===== src/rtl/frame_capture_ctrl.sv =====
// -----------------------------------------------------------------------------
// frame_capture_ctrl
//
// Captures one rectangular window of the camera pixel stream into the frame
// buffer BRAM. A capture is armed by a one-cycle request, begins at the next
// vsync falling edge and writes the window row-major with a fixed row stride.
// The single BRAM port is shared with an external readback requester, which
// owns the port whenever no capture is in progress.
//
// Optional build macro:
//   CAPTURE_CONTINUOUS_EN - after each capture re-arm automatically with the
//                           same offsets, repeating every frame until abort.
//                           Undefined: single-shot capture.
// -----------------------------------------------------------------------------
module frame_capture_ctrl #(
   parameter int WIN_W  = 100,  // window width in pixels (1..STRIDE)
   parameter int WIN_H  = 128,  // window height in rows
   parameter int STRIDE = 120,  // BRAM words per row
   parameter int ADDR_W = 14    // BRAM address width
) (
   input  logic              clk_in,
   input  logic              rst_in,
   input  logic              arm_in,
   input  logic              abort_in,
   input  logic              valid_in,
   input  logic [15:0]       data_in,
   input  logic [12:0]       hcount_in,
   input  logic [11:0]       vcount_in,
   input  logic              vsync_in,
   input  logic [12:0]       h_off_in,
   input  logic [11:0]       v_off_in,
   input  logic              rd_req_in,
   input  logic [ADDR_W-1:0] rd_addr_in,
   output logic              rd_gnt_out,
   output logic [ADDR_W-1:0] fb_addr_out,
   output logic [15:0]       fb_din_out,
   output logic              fb_we_out,
   output logic              busy_out,
   output logic              done_out,
   output logic              short_out,
   output logic [7:0]        frame_cnt_out
);

   // Pixel counter is wide enough to hold the full window size.
   localparam int              CNT_W     = $clog2(WIN_W * WIN_H + 1);
   localparam logic [CNT_W-1:0] PIX_TOTAL = CNT_W'(WIN_W * WIN_H);

   typedef enum logic [1:0] {
      IDLE    = 2'd0,
      ARMED   = 2'd1,
      CAPTURE = 2'd2
   } state_t;

   // State entered once a capture finishes (normally or short).
`ifdef CAPTURE_CONTINUOUS_EN
   localparam state_t DONE_STATE = ARMED;
`else
   localparam state_t DONE_STATE = IDLE;
`endif

   // ---------------------------------------------------------------------------
   // Registered state and its next-state values
   // ---------------------------------------------------------------------------
   state_t            state, state_n;
   logic [12:0]       h_off, h_off_n;
   logic [11:0]       v_off, v_off_n;
   logic [CNT_W-1:0]  pix_cnt, pix_cnt_n;
   logic              vsync_prev;
   logic              fin_pend, fin_pend_n;   // last window pixel written, done next
   logic [ADDR_W-1:0] fb_addr, fb_addr_n;
   logic [15:0]       fb_din, fb_din_n;
   logic              fb_we, fb_we_n;
   logic              done, done_n;
   logic              short_r, short_n;
   logic [7:0]        frame_cnt, frame_cnt_n;

   // ---------------------------------------------------------------------------
   // Window test and address generation
   // ---------------------------------------------------------------------------
   // Bounds are widened to 14 bits so origin + size never wraps.
   logic [13:0]       h_pos, h_lo, h_hi;
   logic [13:0]       v_pos, v_lo, v_hi;
   logic              in_win;
   logic              last_px;
   logic [11:0]       row_diff;
   logic [12:0]       col_diff;
   logic [ADDR_W-1:0] wr_addr;
   logic              frame_edge;
   logic              start_go;

   assign h_pos = {1'b0, hcount_in};
   assign h_lo  = {1'b0, h_off};
   assign h_hi  = h_lo + 14'(WIN_W);
   assign v_pos = {2'b00, vcount_in};
   assign v_lo  = {2'b00, v_off};
   assign v_hi  = v_lo + 14'(WIN_H);

   assign in_win = valid_in &&
                   (h_pos >= h_lo) && (h_pos < h_hi) &&
                   (v_pos >= v_lo) && (v_pos < v_hi);

   // Bottom-right corner of the window ends a complete capture.
   assign last_px = in_win &&
                    (h_pos == h_hi - 14'd1) &&
                    (v_pos == v_hi - 14'd1);

   // Only meaningful while in_win; the differences are then non-negative.
   assign row_diff = vcount_in - v_off;
   assign col_diff = hcount_in - h_off;
   assign wr_addr  = ADDR_W'(row_diff) * ADDR_W'(STRIDE) + ADDR_W'(col_diff);

   assign frame_edge = vsync_prev && !vsync_in;
   assign start_go   = (state == ARMED) && frame_edge && !abort_in;

   // Readback owns the port outside a capture, but capture claims it on the
   // very cycle the frame starts. Held off while reset is asserted.
   assign rd_gnt_out = rst_in && rd_req_in &&
                       ((state == IDLE) || ((state == ARMED) && !start_go));

   // ---------------------------------------------------------------------------
   // Next-state and next-output logic
   // ---------------------------------------------------------------------------
   // NOTE: every variable gets a default before the case so no path leaves one
   // unassigned, which would otherwise infer a latch.
   always_comb begin
      state_n     = state;
      h_off_n     = h_off;
      v_off_n     = v_off;
      pix_cnt_n   = pix_cnt;
      fin_pend_n  = 1'b0;
      fb_addr_n   = fb_addr;
      fb_din_n    = fb_din;
      fb_we_n     = 1'b0;
      done_n      = 1'b0;
      short_n     = short_r;
      frame_cnt_n = frame_cnt;

      if (rd_gnt_out) begin
         fb_addr_n = rd_addr_in;
      end

      if (abort_in) begin
         // Abort wins over arm, frame edges and pixels; no done pulse.
         state_n = IDLE;
      end else begin
         unique case (state)
            IDLE: begin
               if (arm_in) begin
                  h_off_n = h_off_in;
                  v_off_n = v_off_in;
                  state_n = ARMED;
               end
            end

            ARMED: begin
               if (frame_edge) begin
                  pix_cnt_n = '0;
                  state_n   = CAPTURE;
               end
            end

            CAPTURE: begin
               if (fin_pend) begin
                  // Window filled: report one cycle after the final write.
                  done_n      = 1'b1;
                  short_n     = 1'b0;
                  frame_cnt_n = frame_cnt + 8'd1;
                  state_n     = DONE_STATE;
               end else if (frame_edge) begin
                  // Frame ended early; a pixel on the edge cycle is dropped.
                  done_n      = 1'b1;
                  short_n     = 1'b1;
                  frame_cnt_n = frame_cnt + 8'd1;
                  state_n     = DONE_STATE;
               end else if (in_win && (pix_cnt < PIX_TOTAL)) begin
                  fb_we_n    = 1'b1;
                  fb_din_n   = data_in;
                  fb_addr_n  = wr_addr;
                  pix_cnt_n  = pix_cnt + CNT_W'(1);
                  fin_pend_n = last_px;
               end
            end

            default: begin
               state_n = IDLE;
            end
         endcase
      end
   end

   // ---------------------------------------------------------------------------
   // State and output registers
   // ---------------------------------------------------------------------------
   // NOTE: non-blocking assignments here so every register samples the values
   // from before the edge, independent of statement order.
   always_ff @(posedge clk_in or negedge rst_in) begin
      if (!rst_in) begin
         state      <= IDLE;
         h_off      <= '0;
         v_off      <= '0;
         pix_cnt    <= '0;
         vsync_prev <= 1'b0;
         fin_pend   <= 1'b0;
         fb_addr    <= '0;
         fb_din     <= '0;
         fb_we      <= 1'b0;
         done       <= 1'b0;
         short_r    <= 1'b0;
         frame_cnt  <= '0;
      end else begin
         state      <= state_n;
         h_off      <= h_off_n;
         v_off      <= v_off_n;
         pix_cnt    <= pix_cnt_n;
         vsync_prev <= vsync_in;
         fin_pend   <= fin_pend_n;
         fb_addr    <= fb_addr_n;
         fb_din     <= fb_din_n;
         fb_we      <= fb_we_n;
         done       <= done_n;
         short_r    <= short_n;
         frame_cnt  <= frame_cnt_n;
      end
   end

   assign fb_addr_out   = fb_addr;
   assign fb_din_out    = fb_din;
   assign fb_we_out     = fb_we;
   assign busy_out      = (state != IDLE);
   assign done_out      = done;
   assign short_out     = short_r;
   assign frame_cnt_out = frame_cnt;

endmodule


===== config.mk =====
export PLATFORM = sky130hd
export DESIGN_NAME = frame_capture_ctrl
export DESIGN_NICKNAME = d
export VERILOG_FILES = /design/src/rtl/frame_capture_ctrl.sv
export SDC_FILE = /design/constraint.sdc
export NUM_CORES = 1
export LEC_CHECK = 0
export BUFFER_PORTS_ARGS = -buffer_cell sky130_fd_sc_hd__buf_2
export CAP_MARGIN = 20
export CORE_MARGIN = 2
export CORE_UTILIZATION = 62
export DETAILED_ROUTE_END_ITERATION = 10
export GPL_ROUTABILITY_DRIVEN = 0
export PLACE_DENSITY = 0.92
export REMOVE_ABC_BUFFERS = 1
export SLEW_MARGIN = 0
export SYNTH_ARGS = -nofsm -noshare
export SYNTH_HDL_FRONTEND = slang
export SYNTH_SLANG_ARGS = --single-unit

===== constraint.sdc =====
create_clock -name clk_in -period 15 [get_ports clk_in]
set_input_delay 0.75 -clock clk_in [delete_from_list [all_inputs] [get_ports clk_in]]
set_output_delay 0.75 -clock clk_in [all_outputs]
set_load 0.01 [all_outputs]

==> impl_results.md <==
- # IOs: 130
- Drc violations: 0
- Startpoint Class: primary input
- Synthesized flop and latch total: between 80 and 90
- Arrival time worst endpoint: 5810 ps
- Final Critical Period: 5527 ps
- Max clock buf depth: 2
- Core area: between 10000 and 15000 um2
- Grt total ovfl: 0
- FFs w/ async S/R, synth: 100.0%
- Die Ht: 111.6 um
- Vias in the first global route: 6310
- Status: finished, final reports clean
- Slowest CP cell: fa_1
- Fin Setup TNS: 0 ps
- First-pass DRT Iterations: 5
- Fillcell total: about 800
- Total wire length: 17510 um
- Critical Path Start: vcount_in[0]
- Routed via count: 6474
- Setup Skew: 11.94 ps
- Initial core utilization: 63.13%
- Max-slew headroom: 36.40%
- Synth Instances: 805
- CTS tree: built
- Setup violations, final: 0
- Synth unique cells: 66
- Period utilization: 36.85%
- Worst-Margin Slew: 952.2 ps
- Crit path max fanout: 7
- Most frequent cells in the layout: buf_2 (128), dfrtp_1 (84), inv_1 (77), ha_1 (72), xnor2_1 (67)
- Mapped Area: 7178 um2
- Worst-path clk slew: 70 ps
- Clk_lat worst skew: roughly 360 ps
- Antenna viol nets, final: 0
- PostCTS Resize Cnt: 0
- CP peak stage delay: between 500 and 600 ps
- Final Max Tran Viols: 0
- Row count: 39
- Req. time, crit path: 15290 ps
- Hold Crit Class: primary input to asynchronous set/reset pin
- Final hold violation count: 0
- Die area: 12450 um2
- Final nets: 1104
- Initial antenna violation count: 1
- First-pass GRT wire length: 29020 um
- Clock root cell: clkbuf_16
- Largest net degree at the start of global routing: 60
- # diodes: 0
- RSZ-0062 raised after global routing: no
- Most common cell after layout, fill and taps aside: buf_2
- Sequential fraction of the synthesis area: around 29%
- CTS Buf Count: 9
- Initial DRC count: 467
- Critical path, cell by cell: buf_2 > inv_1 > ha_1 > inv_1 > fa_1 > xnor2_1 > inv_1 > ha_1 > xnor2_1 > fa_1 > inv_1 > ha_1 > a21oi_1 > o21bai_1 > a21oi_1 > o21bai_1 > a21oi_1 > xnor2_1 > ha_1 > nand2_1 > o41ai_1 > xnor2_1 > xnor3_1 > a21oi_1
- CP Class: primary input to flip-flop
- Hold_buf cts: 0
- Maximum capacitance violations: 0
- Die Wd: approximately 110 um
- Setup Fix Bufs, Post-CTS: 0
- Port Buffers: 129
- Share of layout cells above drive strength 1: 19.51%
- Area grow syn2layout: 15.60%
- Max Fclk: about 0.18 GHz
- Synth warnings: 0
- Post-synth EDFFs: 0
- Syn_area_per_cell: 8.917 um2
- Worst setup EP type: flip-flop
- GRT Total Usage: 28.68%
- RR Startpoint: v_off[0]
- CTS sink cnt: 84
- Top_reg_cell synth: dfrtp_1
- Wire per inst: 16.19 um
- Via-to-Cell Ratio: 5.989
- DP Wirelength: 13650 um
- H-tree Lvls: 3
==> through the flow <==
stage	std cells	utilization, %	hold slack (ps)	instance area, um2	worst slack, ps
floorplan	788	-	444.0	7104	9752
global placement	1064	70.23	454.4	7985	9384
detailed placement	1064	70.23	461.4	7985	9120
CTS	1080	72.94	307.5	8293	9481
global route	1081	72.98	323.3	8298	9069
finish	1081	72.98	290.2	8298	9473
==> critical path, delay by kind of cell <==
| kind | cells | cell delay, ps |
|---|---|---|
| xor+xnor | 5 | 1130 |
| fa+ha+maj | 6 | 2170 |
| buf+inv | 5 | 420 |
| simple gates | 1 | 90 |
| compound gates | 7 | 1270 |
==> final timing paths <==
check                                        end  slack [ps]  depth (start not counted)
worst min register to register  frame_cnt_out[7]         470                          1
worst max-delay path             fb_addr_out[13]        9470                         24
min in group clk_in             frame_cnt_out[7]         470                          1
worst max register to register   fb_addr_out[13]        9560                         22
max in group asynchronous         fb_addr_out[7]       13660                          2
worst min-delay path            frame_cnt_out[7]         290                          1
==> cells by family (layout without fill, tap and decap cells) <==
group	Yosys count	in the layout	share of synthesized area, %
simple gates	236	236	17.08
compound gates	183	183	16.14
xor+xnor	94	94	12.06
buf+inv	94	227	5.055
fa+ha+maj	86	86	16.18
flops	84	84	29.28
mux	28	28	4.201
==> flip-flops by register name (all words and copies together) (netlist names) <==
register,flops
fb_din_out,16
fb_addr_out,14
pix_cnt,14
h_off,13
v_off,12
frame_cnt_out,8
state,2
done_out,1
fb_we_out,1
fin_pend,1
short_out,1
vsync_prev,1
==> Yosys cell counts, types with 9 or more instances <==
master,number,area [um2]
dfrtp_1,84,2102
inv_1,77,289.0
ha_1,72,900.9
xnor2_1,67,586.8
nand2_1,61,229.0
o21ai_0,56,280.3
a21oi_1,49,245.2
nor2_1,46,172.7
nor3_1,24,120.1
xor2_1,23,201.4
nand3_1,18,90.09
mux2_2,16,180.2
a211oi_1,14,105.1
a21o_1,12,90.09
fa_1,12,240.2
nand4_1,12,75.07
nor2b_1,12,75.07
or3_1,12,75.07
mux2i_1,11,110.1
nor4_1,11,68.82
clkbuf_1,9,33.78
o21a_1,9,67.56
==> final cells by class <==
type | count | area, um2 | share of cell area, %
clock inverters | 7 | 82.58 | 0.9952
inverters | 77 | 289.0 | 3.483
flip-flops and latches | 84 | 2102 | 25.33
clock buffers | 9 | 225.2 | 2.714
well taps | 143 | 178.9 | 2.156
repair buffers | 134 | 683.2 | 8.233
multi-input cells | 627 | 4737 | 57.09
==> layer usage <==
| layer | global-route usage [%] | share of wire, % | vias up |
|---|---|---|---|
| met5 | 0 | 0 | - |
| met4 | 9.794 | 2.3 | 0 |
| met3 | 4.682 | 6.6 | 41 |
| met2 | 49.23 | 48 | 274 |
| met1 | 37.07 | 43 | 3046 |
| li1 | - | - | 3113 |
Power is not shown: default switching activity piles up to over one toggle a cycle in this logic, so the estimate is an artifact.
